$ cat config.mk
export PLATFORM = sky130hd
export DESIGN_NAME = fetch_prefetch_queue
export DESIGN_NICKNAME = d
export VERILOG_FILES = /design/src/rtl/lc3_fetch_pkg.sv /design/src/rtl/fetch_fifo.sv /design/src/rtl/fetch_prefetch_queue.sv
export SDC_FILE = /design/constraint.sdc
export NUM_CORES = 1
export LEC_CHECK = 0
export CAP_MARGIN = 20
export CORE_UTILIZATION = 50
export CTS_BUF_LIST = sky130_fd_sc_hd__clkbuf_16
export DETAILED_ROUTE_END_ITERATION = 12
export GPL_ROUTABILITY_DRIVEN = 1
export PLACE_DENSITY = 0.78
export SYNTH_ARGS = -nofsm -noshare
export SYNTH_HDL_FRONTEND = slang
export SYNTH_SLANG_ARGS = --single-unit
$ cat constraint.sdc
create_clock -name clock -period 7.04 [get_ports clock]
set_input_delay 1.408 -clock clock [delete_from_list [all_inputs] [get_ports clock]]
set_output_delay 1.408 -clock clock [all_outputs]
set_load 0.02 [all_outputs]
$ cat src/rtl/lc3_fetch_pkg.sv
// lc3_fetch_pkg: shared LC3 fetch widths, reset vector and queue entry type
package lc3_fetch_pkg;
  localparam int LC3_ADDR_W = 16;
  localparam int LC3_DATA_W = 16;
  localparam logic [15:0] LC3_RESET_PC = 16'h3000;
  typedef struct packed {
    logic [LC3_ADDR_W-1:0] pc;
    logic [LC3_DATA_W-1:0] instr;
  } fetch_entry_t;
endpackage

$ cat src/rtl/fetch_fifo.sv
// fetch_fifo: DEPTH-entry queue of fetched words with synchronous flush
module fetch_fifo
  import lc3_fetch_pkg::*;
#(
  parameter int DEPTH = 4,
  parameter type entry_t = fetch_entry_t
) (
  input  logic                   clk,
  input  logic                   rst,
  input  logic                   flush,
  input  logic                   push,
  input  logic                   pop,
  input  entry_t                 wdata,
  output entry_t                 rdata,
  output logic [$clog2(DEPTH):0] count
);
  localparam int PW = $clog2(DEPTH);
  localparam int CW = PW + 1;
  entry_t mem [DEPTH];
  logic [PW-1:0] rd, wr;
  logic wen, ren;
  // a flush voids any push or pop in the same cycle
  assign wen = push & ~flush;
  assign ren = pop & ~flush;
  assign rdata = mem[rd];
  always_ff @(posedge clk) begin
    if (rst || flush) begin
      rd <= '0;
      wr <= '0;
      count <= '0;
    end else begin
      rd <= rd + PW'(ren);
      wr <= wr + PW'(wen);
      count <= count + CW'(wen) - CW'(ren);
    end
  end
  always_ff @(posedge clk) if (wen) mem[wr] <= wdata;
  always_ff @(posedge clk) if (!rst) assert (!(wen && !ren && count == CW'(DEPTH)));
endmodule

$ cat src/rtl/fetch_prefetch_queue.sv
// fetch_prefetch_queue: sequential imem prefetch into a queue feeding decode, with redirect
module fetch_prefetch_queue
  import lc3_fetch_pkg::*;
#(
  parameter int ADDR_W = LC3_ADDR_W,
  parameter int DATA_W = LC3_DATA_W,
  parameter int DEPTH = 4,
  parameter logic [ADDR_W-1:0] RESET_PC = ADDR_W'(LC3_RESET_PC)
) (
  input  logic                   clock,
  input  logic                   reset,
  input  logic                   enable_fetch,
  input  logic                   br_taken,
  input  logic [ADDR_W-1:0]      taddr,
  output logic                   imem_req,
  output logic [ADDR_W-1:0]      imem_addr,
  input  logic                   imem_gnt,
  input  logic                   imem_rvalid,
  input  logic [DATA_W-1:0]      imem_rdata,
  output logic                   instr_valid,
  output logic [DATA_W-1:0]      instr,
  output logic [ADDR_W-1:0]      pc,
  output logic [ADDR_W-1:0]      npc_out,
  input  logic                   instr_ready,
  output logic [$clog2(DEPTH):0] count
);
  localparam int CW = $clog2(DEPTH) + 1;
  localparam int SW = CW + 1;
  localparam logic [SW-1:0] CAP = SW'(DEPTH);
  typedef struct packed {
    logic [ADDR_W-1:0] pc;
    logic [DATA_W-1:0] instr;
  } entry_t;
  logic [ADDR_W-1:0] fetch_pc, resp_pc;
  logic [CW-1:0] outstanding, discard;
  logic xfer, rsp, drop, push, pop;
  entry_t head, wentry;
  // buffered plus in-flight words never exceed DEPTH, so pushes cannot overflow
  assign imem_req = enable_fetch & ~reset & ~br_taken & (({1'b0, count} + {1'b0, outstanding}) < CAP);
  assign imem_addr = fetch_pc;
  assign xfer = imem_req & imem_gnt;
  assign rsp = imem_rvalid & (outstanding != '0);
  assign drop = rsp & (discard != '0);
  assign push = rsp & ~drop;
  assign pop = instr_valid & instr_ready;
  assign wentry = '{pc: resp_pc, instr: imem_rdata};
  assign instr_valid = count != '0;
  assign instr = head.instr;
  assign pc = head.pc;
  assign npc_out = head.pc + ADDR_W'(1);
  always_ff @(posedge clock) begin
    if (reset) begin
      fetch_pc <= RESET_PC;
      resp_pc <= RESET_PC;
      outstanding <= '0;
      discard <= '0;
    end else if (br_taken) begin
      fetch_pc <= taddr;
      resp_pc <= taddr;
      outstanding <= outstanding - CW'(rsp);
      discard <= outstanding - CW'(rsp);
    end else begin
      fetch_pc <= fetch_pc + ADDR_W'(xfer);
      resp_pc <= resp_pc + ADDR_W'(push);
      outstanding <= outstanding + CW'(xfer) - CW'(rsp);
      discard <= discard - CW'(drop);
    end
  end
  always_ff @(posedge clock) if (!reset) assert (!(imem_rvalid && outstanding == '0));
  fetch_fifo #(.DEPTH(DEPTH), .entry_t(entry_t)) u_fifo (
    .clk  (clock),
    .rst  (reset),
    .flush(br_taken),
    .push (push),
    .pop  (pop),
    .wdata(wentry),
    .rdata(head),
    .count(count)
  );
endmodule

* Yosys cells after proc, flatten, opt, wreduce, memory -nomap -nowiden
Memories as Yosys holds them, arrays and structs flattened. A register that Yosys moved wholly into a read port is not among the register bits.
Cells that the tools add are included.
** Storage, ports and cells
- Bits in writable memories :: 128
- Word-level logic and storage cells :: 45
- Register bits :: 45
- Output and inout bits :: 69
- Memories :: 1
- Input bits :: 39
** Operators by class
- $add $sub $neg :: 12
- Reductions and logical operators :: 4
- Order comparisons :: 1
- Bitwise operators :: 13
- Mux-type cells :: 7
** Memories
- u_fifo.mem :: depth 4, bits a word 32, rd ports 1, clocked after memory_dff 1, wr ports 1, line fetch_fifo.sv:19 : entry_t mem [DEPTH];
** Operators with widths (number)
- 16-bit by 1-bit adder with 16-bit output :: 2
- 16-bit 2-to-1 mux :: 2
- 16-bit by 1-bit adder with 16-bit output (second input constant) :: 1
- 3-bit by 1-bit subtractor with 3-bit output :: 4
- 1-bit AND :: 10
- 3-bit nonzero test :: 3
- 3-bit by 1-bit adder with 3-bit output :: 2
- 3-bit 2-to-1 mux :: 2
- 2-bit by 1-bit adder with 2-bit output :: 2
- 3-bit by 3-bit adder with 4-bit output :: 1
- 4-bit by 3-bit less-than comparator with 1-bit output (second input constant) :: 1
- 1-bit NOT :: 3
- 1-bit 2-to-1 mux :: 2
- 2-bit 2-to-1 mux :: 1
- 1-bit logical OR :: 1

* Longest topological paths before layout
Gate-level depths: netlist of run 1.
- Word-level depth :: 8
- Mapped depth :: 13
- Depth with buffers taken out :: 13

* Hierarchy
Synthesis of run 1 repeated with hierarchy kept, for this count alone.
** Unflattened totals
- Cells, all modules :: 492
- Area total of the unflattened synthesis :: 7392.1 um^2
** By module, submodules not included
- fetch_fifo :: cells an instance 203, seq. area each 3983.8 um^2, times used 1, area an instance 5023.6 um^2
- fetch_prefetch_queue :: cells an instance 289, seq. area each 760.7 um^2, times used 1, area an instance 2368.5 um^2

* Worst setup path after synthesis of run 1
OpenSTA, ideal clock, no wires.
- Kind :: input port to flip-flop
- From :: input port br_taken
- To :: memory u_fifo.mem[0][0] in the netlist's numbering, enable pin
- Data required time :: 6539 ps
- Data arrival time :: 4989 ps
- Path slack :: 1550 ps
- Setup time :: 501 ps
- Stages on the path :: 3
- Path buffers :: 2
- Path through :: clkbuf_1 > buf_1 > nor4_1
** On the way
- Word-level cells in the longest chain between the ends :: 4
** Ends and longest elaborated chain
- start, declared :: line fetch_prefetch_queue.sv:13 : input logic br_taken,
- 1-bit NOT :: line fetch_fifo.sv:23 : assign wen = push & ~flush;
- 1-bit AND :: line fetch_fifo.sv:23
- 1-bit 2-to-1 mux :: line fetch_fifo.sv:37 : always_ff @(posedge clk) if (wen) mem[wr] <= wdata;
- 1-bit 2-to-1 mux (implied by the code) :: line fetch_fifo.sv:37
- end, declared :: line fetch_fifo.sv:19
No other way between the ends.

==> reports/qor.csv, run 1 <==
stage;metric;value;unit
cts;worstSkewPairLatency;0.42;ns
power_and_ir_drop;p_comb_share;15.3;%
logic_synthesis;synth_edf_count;128;
power_and_ir_drop;p_int;0.00190;W
drt;first_pass_iters;4;
cts;cts_tree;yes;
drt;vias_per_cell;5.57;
drt;met1Wirelength;6.43;mm
sta;finalCriticalPeriod;5.00;ns
sta;fin_crit_sh;71.1;%
global_route;grt_max_degree;38;
drt;ant_nets;0;
logic_synthesis;ys_seq_elements;173;
critical_path;crit_required;5.63;ns
global_route;grt_overflow;0;
critical_path;cp_cell_sequence;mux4_1 > ha_1 > nand2_1 > o22ai_1 > nand4_4 > nor3b_2 > xor2_1 > clkdlybuf4s50_1;
cts;ctsHoldBuffers;0;
drt;wire_per_inst;18.6;µm
floorplan;die_w;123;µm
sta;tns;0;ns
power_and_ir_drop;total_power;0.00252;W
drt;drt_first_iter_violations;343;
logic_synthesis;synth_xor_area_share;5.53;%
global_route;grt_pass1_vias;4404;
global_route;track_usage;20.6;%
power_and_ir_drop;ir_worst_vdd;0.000183;V
critical_path;worstPathMaxFanout;21;
layout;drive_gt1_share;13.1;%
logic_synthesis;syn_area_per_cell;15.4;µm²
logic_synthesis;syn-num-nets;531;
min_path;hp-class;flop to flop;
placed_design;dp_hpwl;9.45;mm
job;drv_cap;0;
logic_synthesis;syn-cell-area;0.00729;mm²
sta;maxSlewHeadroom;31.6;%
drt;vias;4326;
critical_path;start_kind;flop;
global_route;grt_pass1_wl;22.8;mm
cts;root_buffer;clkbuf_16;
drt;wl_met2;7.00;mm
cts;clk_path_buf_depth;2;
layout;fillCellCount;976;
layout;final_common_cell;edfxtp_1;
logic_synthesis;ys_warn_count;0;
logic_synthesis;synth.top_cells.by_area;edfxtp_1 (53%), dfxtp_1 (12%), mux4_2 (8.0%);
drt;drc;0;
status;status;finished clean;
logic_synthesis;synth_top_family_by_area;multiplexers;
global_route;antenna_found_initial;0;
layout;nets;642;
cts;numCtsBuffers;17;
critical_path;worstPathArrival;3.60;ns
floorplan;die_height;123;µm
logic_synthesis;synth_area_leader_cell;edfxtp_1;
layout;areaGrowthSynthToFinish;25.2;%
critical_path;slowest_delay;0.85;ns
power_and_ir_drop;p_sw;0.000624;W
cts;cts_resized;0;
logic_synthesis;synth-compound-area-share;4.48;%
logic_synthesis;ys.flop_type;edfxtp_1;
power_and_ir_drop;clkPwrFrac;37.3;%
cts;htree_levels;4;
drt;top_layer;met4;
logic_synthesis;syn_inst;473;
layout;n_antenna_cell;0;
critical_path;crit_type;flop to output port;
logic_synthesis;ys_seq_area_share;65.1;%
layout;layout_common_cells;edfxtp_1 (128), clkdlybuf4s50_1 (107), dfxtp_1 (43);
critical_path;worst_setup_path_end_kind;output port;
sta;rsz0062_at_grt;false;
sta;worst_pin_slew;1.02;ns
floorplan;rows;43;
floorplan;start_util;51.9;%
sta;fin_skew;0.00835;ns
drt;wl_met3;806;µm
cts;postCtsSetupBuffers;0;
floorplan;core;0.0140;mm²
logic_synthesis;yosysTopAreaCellShare;52.7;%
power_and_ir_drop;p_leak;3.14;nW
critical_path;cpMaxStageDelayCell;dfxtp_2;
logic_synthesis;yosys.area_share.simple;8.20;%
placed_design;gp_congestion;0.818;
placed_design;io_buffers;107;
floorplan;die-area;0.0151;mm²
power_and_ir_drop;p_seq_share;47.4;%
cts;clk_pin_slew;0.07;ns
cts;cts.sinks;173;
logic_synthesis;synth_cell_types;48;
power_and_ir_drop;power_density;276;mW/mm²
sta;final_hold_viol_count;0;
power_and_ir_drop;swShare;24.8;%
logic_synthesis;synthArstFlopShare;0;%
logic_synthesis;muxShareOfSynthArea;10.5;%
sta;fmax;200;MHz
sta;drv_slew;0;
floorplan;ios;108;
logic_synthesis;synth_adder_area_share;3.47;%
sta;setup_viol;0;
drt;wl;14.4;mm
cell usage after synthesis, types with 3 or more instances:
cell	instances
a211oi_1	4
a21boi_0	10
a21oi_1	25
a31oi_1	3
and2_1	5
and3_1	9
and4_1	4
buf_2	4
clkbuf_1	10
dfxtp_1	45
edfxtp_1	128
ha_1	17
inv_1	23
mux4_1	6
mux4_2	26
nand2_1	27
nand2b_1	3
nand3_1	10
nand4_1	8
nor2_1	14
nor3_1	9
o21a_1	3
o21bai_1	4
xnor2_1	21
xor2_1	25
power groups by stage:
stage | Clock [W] | Combinational, W | Sequential, W
2_1_floorplan | 0 | 0.000224 | 0.00121
3_3_place_gp | 0 | 0.000375 | 0.00121
3_5_place_dp | 0 | 0.000386 | 0.00122
4_1_cts | 0.000953 | 0.000389 | 0.00119
5_1_grt | 0.000992 | 0.000426 | 0.00120
6_report | 0.000941 | 0.000385 | 0.00119
flip-flops by register name, summed over array words and instances (netlist names):
signal	flops
outstanding	3
u_fifo.mem	128
resp_pc	16
u_fifo.count	3
u_fifo.wr	2
discard	3
imem_addr	16
u_fifo.rd	2
per-stage QoR:
stage	hold WS, ns	util, %	setup slack, ns	cells	area (µm²)
2_1_floorplan	0.460	-	1.55	473	7290
6_report	0.530	65.0	2.04	777	9130
3_5_place_dp	0.516	60.7	2.21	745	8530
5_1_grt	0.541	65.0	1.75	777	9130
3_3_place_gp	0.498	60.7	2.19	745	8530
4_1_cts	0.535	65.0	1.93	777	9130
area by class of cell:
type	count	area [µm²]	share of cell area, %
Sequential cell	173	4750	52.0
Multi-Input combinational cell	257	2370	25.9
Timing Repair Buffer	111	1100	12.1
Clock buffer	17	425	4.66
Tap cell	180	225	2.47
Clock inverter	15	171	1.88
Inverter	24	90.1	0.987
critical path, delay by kind of cell, from the launching register on:
kind / cells / cell delay (ns)
AO/OA/AOI/OAI: 1 / 0.35
XOR/XNOR: 1 / 0.16
adder cells (fa/ha/maj): 1 / 0.24
buffers and inverters: 1 / 0.62
flip-flops: 1 / 0.85
multiplexers: 1 / 0.50
AND/OR/NAND/NOR: 3 / 0.44
cell families (layout without fill, tap and decap cells):
group	count (synthesis)	count (layout)
compound gates	53	53
xor+xnor	46	46
fa+ha+maj	19	19
buf+inv	43	167
flops	173	173
mux	34	34
simple gates	105	105
layer usage:
layer	vias to the layer above	GRT usage [%]
li1	2012	-
met1	2133	27.6
met2	163	33.4
met3	18	4.69
met4	0	6.63
met5	-	0
worst paths after layout:
check        slack, ns  cells past startpoint           endpoint      startpoint
max reg2reg       4.15                     13     outstanding[2]  outstanding[2]
max               2.04                      8        npc_out[14]    u_fifo.rd[0]
min               0.53                      0  u_fifo.mem[1][16]      resp_pc[0]
min reg2reg       0.53                      0  u_fifo.mem[1][16]      resp_pc[0]
Note: power is estimated with default switching activity, not from simulation.
==> run 2, diff against run 1 <==
==> constraint.sdc (replaced) <==
create_clock -name clock -period 4.9 [get_ports clock]
set_input_delay 0.98 -clock clock [delete_from_list [all_inputs] [get_ports clock]]
set_output_delay 0.98 -clock clock [all_outputs]
set_load 0.02 [all_outputs]
==> reports/qor.csv, run 2 (synthesis results as in run 1) <==
stage;metric;value;unit
status;status;finished clean;
global_route;grt_pass1_wl;22.8;mm
cts;cts.sinks;173;
critical_path;worst_setup_path_end_kind;output port;
layout;largest_reg_flops;128;
cts;cts_tree;yes;
placed_design;dp_hpwl;9.42;mm
drt;wl;14.3;mm
power_and_ir_drop;p_int;0.00277;W
cts;root_buffer;clkbuf_16;
power_and_ir_drop;p_comb_share;15.4;%
sta;tns;0;ns
sta;finalCriticalPeriod;4.42;ns
power_and_ir_drop;clkPwrFrac;37.4;%
sta;worst_pin_slew;1.02;ns
floorplan;rows;43;
placed_design;io_buffers;107;
layout;regArea;0.00475;mm²
cts;clk_pin_slew;0.06;ns
global_route;antenna_found_initial;0;
drt;drc;0;
power_and_ir_drop;p_leak;3.16;nW
drt;drt_first_iter_violations;300;
critical_path;crit_required;3.92;ns
floorplan;start_util;51.9;%
power_and_ir_drop;power_density;395;mW/mm²
sta;maxSlewHeadroom;31.7;%
power_and_ir_drop;ir_worst_vdd;0.000253;V
placed_design;gp_congestion;0.807;
global_route;track_usage;20.7;%
critical_path;worstPathMaxFanout;22;
cts;clk_path_buf_depth;2;
cts;postCtsSetupBuffers;0;
sta;setup_viol;0;
cts;numCtsBuffers;17;
global_route;grt_overflow;0;
sta;holdWs;0.531;ns
drt;vias;4282;
layout;areaGrowthSynthToFinish;26.0;%
floorplan;die-area;0.0151;mm²
sta;drv_slew;0;
sta;fin_skew;0.00866;ns
floorplan;core;0.0140;mm²
sta;final_hold_viol_count;0;
sta;fin_crit_sh;90.2;%
layout;n_antenna_cell;0;
layout;final_common_cell;edfxtp_1;
floorplan;ios;108;
drt;vias_per_cell;5.48;
cts;cts_resized;0;
drt;ant_nets;0;
cts;ctsHoldBuffers;0;
floorplan;die_height;123;µm
drt;wire_per_inst;18.3;µm
floorplan;die_w;123;µm
global_route;grt_pass1_vias;4387;
critical_path;start_kind;flop;
critical_path;crit_type;flop to output port;
sta;fmax;226;MHz
cts;worstSkewPairLatency;0.43;ns
layout;fillCellCount;1007;
job;drv_cap;0;
layout;drive_gt1_share;12.6;%
layout;nets;646;
cts;htree_levels;4;
layout;multi_input_area;0.00237;mm²
drt;first_pass_iters;4;
layout;largest-register;u_fifo.mem;
power_and_ir_drop;p_sw;0.000865;W
layout;layout_common_cells;edfxtp_1 (128), clkdlybuf4s50_1 (107), dfxtp_1 (43);
global_route;grt_max_degree;37;
power_and_ir_drop;p_seq_share;47.2;%
sta;rsz0062_at_grt;false;
min_path;hp-class;flop to flop;
power_and_ir_drop;swShare;23.8;%
critical_path;worstPathArrival;3.44;ns
## run 2: area by class of cell
class | instances | share of cell area (%)
clock buffers | 17 | 4.63
clock inverters | 15 | 1.92
inverters | 24 | 0.981
multi-input cells | 257 | 25.9
flip-flops and latches | 173 | 51.7
well taps | 180 | 2.45
repair buffers | 115 | 12.5
## run 2: final timing paths
path                                startpoint  cells past startpoint                 to  slack [ns]
worst min-delay path                resp_pc[0]                      0  u_fifo.mem[0][16]        0.53
worst max-delay path              u_fifo.rd[1]                      8        npc_out[14]        0.48
worst max register to register  outstanding[2]                     13     outstanding[2]        1.99
worst min register to register      resp_pc[0]                      0  u_fifo.mem[0][16]        0.53
## run 2: layer usage
metal	routed length, µm	part of all wire (%)	GRT usage [%]	vias to the layer above
li1	-	-	-	2017
met1	6190	43	27.1	2105
met2	7040	49	32.8	134
met3	756	5.3	4.41	26
met4	336	2.3	10.4	0
met5	0	0	0	-
## run 2: through the flow
| step | instances | utilization (%) | setup slack (ns) | instance area (µm²) | power [W] |
|---|---|---|---|---|---|
| 2_1_floorplan | 473 | - | 1.16 | 7300 | 0.00206 |
| 4_1_cts | 780 | 65.2 | 0.418 | 9160 | 0.00365 |
| 6_report | 781 | 65.4 | 0.480 | 9180 | 0.00363 |
| 3_5_place_dp | 748 | 61.0 | 0.888 | 8560 | 0.00231 |
| 3_3_place_gp | 748 | 61.0 | 1.03 | 8560 | 0.00229 |
| 5_1_grt | 781 | 65.4 | 0.265 | 9180 | 0.00377 |
## run 2: power by group through the flow
| stage | clock [W] | sequential [W] | combinational (W) |
|---|---|---|---|
| 2_1_floorplan | 0 | 0.00174 | 0.000322 |
| 3_3_place_gp | 0 | 0.00174 | 0.000546 |
| 3_5_place_dp | 0 | 0.00175 | 0.000561 |
| 4_1_cts | 0.00137 | 0.00171 | 0.000565 |
| 5_1_grt | 0.00143 | 0.00172 | 0.000614 |
| 6_report | 0.00136 | 0.00171 | 0.000558 |
## run 2: critical path: stages, from the launching register on
cell and delay, ns:
dfxtp_2 0.70, mux4_1 0.35, ha_1 0.23, nand2_1 0.07, o22ai_1 0.40, nand4_4 0.19, nor3b_2 0.22, xor2_1 0.19
clkdlybuf4s50_1 0.64
==> run 3, diff against run 2 <==
--- a/config.mk
+++ b/config.mk
@@ -8,9 +8,11 @@
 export CAP_MARGIN = 20
 export CORE_UTILIZATION = 50
 export CTS_BUF_LIST = sky130_fd_sc_hd__clkbuf_16
+export CTS_CLUSTER_DIAMETER = 40
 export DETAILED_ROUTE_END_ITERATION = 12
 export GPL_ROUTABILITY_DRIVEN = 1
 export PLACE_DENSITY = 0.78
+export SLEW_MARGIN = 20
 export SYNTH_ARGS = -nofsm -noshare
 export SYNTH_HDL_FRONTEND = slang
 export SYNTH_SLANG_ARGS = --single-unit
==> reports/qor.csv, run 3 (synthesis results as in run 1) <==
stage;metric;value;unit
status;status;finished clean;
layout;stdcell_area;0.00918;mm²
sta;finalCriticalPeriod;4.42;ns
sta;maxSlewHeadroom;31.7;%
power_and_ir_drop;p_leak;3.16;nW
layout;final_common_cell;edfxtp_1;
cts;htree_levels;4;
layout;areaGrowthSynthToFinish;26.0;%
layout;fillCellCount;1007;
critical_path;crit_required;3.92;ns
sta;holdWs;0.531;ns
min_path;hold_path_startpoint;resp_pc[0];
min_path;min_path_cells;0;
sta;fmax;226;MHz
global_route;track_usage;20.7;%
floorplan;core;0.0140;mm²
cts;postCtsSetupBuffers;0;
placed_design;dpl_cell_area;0.00856;mm²
power_and_ir_drop;power_density;395;mW/mm²
layout;largest_reg_flops;128;
placed_design;io_buffers;107;
critical_path;worstPathArrival;3.44;ns
layout;nets;646;
global_route;met2_usage;32.8;%
critical_path;critPathLaunch;u_fifo.rd[1];
critical_path;cpMaxStageDelayCell;dfxtp_2;
min_path;hold_end;u_fifo.mem[0][16];
drt;drt_first_iter_violations;300;
drt;vias;4282;
placed_design;gp_congestion;0.807;
placed_design;dp_hpwl;9.42;mm
job;drv_cap;0;
critical_path;crit_type;flop to output port;
cts;worstSkewPairLatency;0.43;ns
global_route;met1_usage;27.1;%
layout;stdcell_count;781;
cts;clk_path_buf_depth;2;
global_route;grt_pass1_wl;22.8;mm
global_route;grt_overflow;0;
critical_path;r2r_cells;13;
cts;numCtsBuffers;17;
global_route;grtUsageMet3;4.41;%
cts;cts.sinks;173;
critical_path;regToRegSetupSlack;1.99;ns
critical_path;worst_setup_path_end_kind;output port;
layout;fin_util;65.4;%
critical_path;worstPathMaxFanout;22;
drt;wl;14.3;mm
drt;drc;0;
critical_path;start_kind;flop;
drt;first_pass_iters;4;
sta;worst_pin_slew;1.02;ns
sta;tns;0;ns
global_route;antenna_found_initial;0;
layout;n_antenna_cell;0;
sta;fin_skew;0.00866;ns
drt;ant_nets;0;
sta;rsz0062_at_grt;false;
floorplan;rows;43;
layout;layout_common_cells;edfxtp_1 (128), clkdlybuf4s50_1 (107), dfxtp_1 (43);
floorplan;die_w;123;µm
cts;ctsHoldBuffers;0;
layout;drive_gt1_share;12.6;%
power_and_ir_drop;ir_worst_vdd;0.000253;V
sta;final_hold_viol_count;0;
sta;setup_viol;0;
global_route;grt.busiest_layer;met2;
cts;cts_resized;0;
min_path;hp-class;flop to flop;
floorplan;start_util;51.9;%
critical_path;r2r_start;outstanding[2];
placed_design;place_inst;748;
critical_path;timing.rr.end;outstanding[2];
floorplan;ios;108;
floorplan;die-area;0.0151;mm²
cts;clk_pin_slew;0.06;ns
layout;largest-register;u_fifo.mem;
cts;root_buffer;clkbuf_16;
sta;fin_crit_sh;90.2;%
drt;wire_per_inst;18.3;µm
global_route;grt_max_degree;37;
sta;drv_slew;0;
global_route;grt_pass1_vias;4387;
critical_path;cp_cell_sequence;mux4_1 > ha_1 > nand2_1 > o22ai_1 > nand4_4 > nor3b_2 > xor2_1 > clkdlybuf4s50_1;
critical_path;slowest_delay;0.70;ns
floorplan;die_height;123;µm
cts;cts_tree;yes;
drt;vias_per_cell;5.48;
[run 3: power breakdown]
group,total [W],switching [W],internal [W]
logic,0.000558,0.000291,0.000267
clock network,0.00136,0.000518,0.000840
registers,0.00171,0.0000562,0.00166
[run 3: worst max-delay path by stage]
stage	endpoint	depth (start not counted)
floorplan	u_fifo.mem[0][0]	3
global placement	npc_out[9]	7
detailed placement	npc_out[14]	8
CTS	npc_out[14]	8
global route	npc_out[14]	8
finish	npc_out[14]	8
[run 3: worst max-delay path, delay by kind of cell (launching register included)]
family                   cells  cell delay [ns]
AO/OA/AOI/OAI                1             0.40
XOR/XNOR                     1             0.19
adder cells (fa/ha/maj)      1             0.23
buffers and inverters        1             0.64
flip-flops                   1             0.70
multiplexers                 1             0.35
AND/OR/NAND/NOR              3             0.48
[run 3: per-layer routing]
| metal | routed length (µm) | vias to the layer above |
|---|---|---|
| met4 | 336 | 0 |
| li1 | - | 2017 |
| met2 | 7040 | 134 |
| met3 | 756 | 26 |
| met5 | 0 | - |
| met1 | 6190 | 2105 |
[run 3: stage by stage]
stage | total power (W) | setup WS (ns)
2_1_floorplan | 0.00206 | 1.16
3_3_place_gp | 0.00229 | 1.03
3_5_place_dp | 0.00231 | 0.888
4_1_cts | 0.00365 | 0.418
5_1_grt | 0.00377 | 0.265
6_report | 0.00363 | 0.480
[run 3: cell type report]
class / instances / area, µm² / area share [%]
Sequential cell: 173 / 4750 / 51.7
Clock buffer: 17 / 425 / 4.63
Inverter: 24 / 90.1 / 0.981
Tap cell: 180 / 225 / 2.45
Multi-Input combinational cell: 257 / 2370 / 25.9
Timing Repair Buffer: 115 / 1140 / 12.5
Clock inverter: 15 / 176 / 1.92
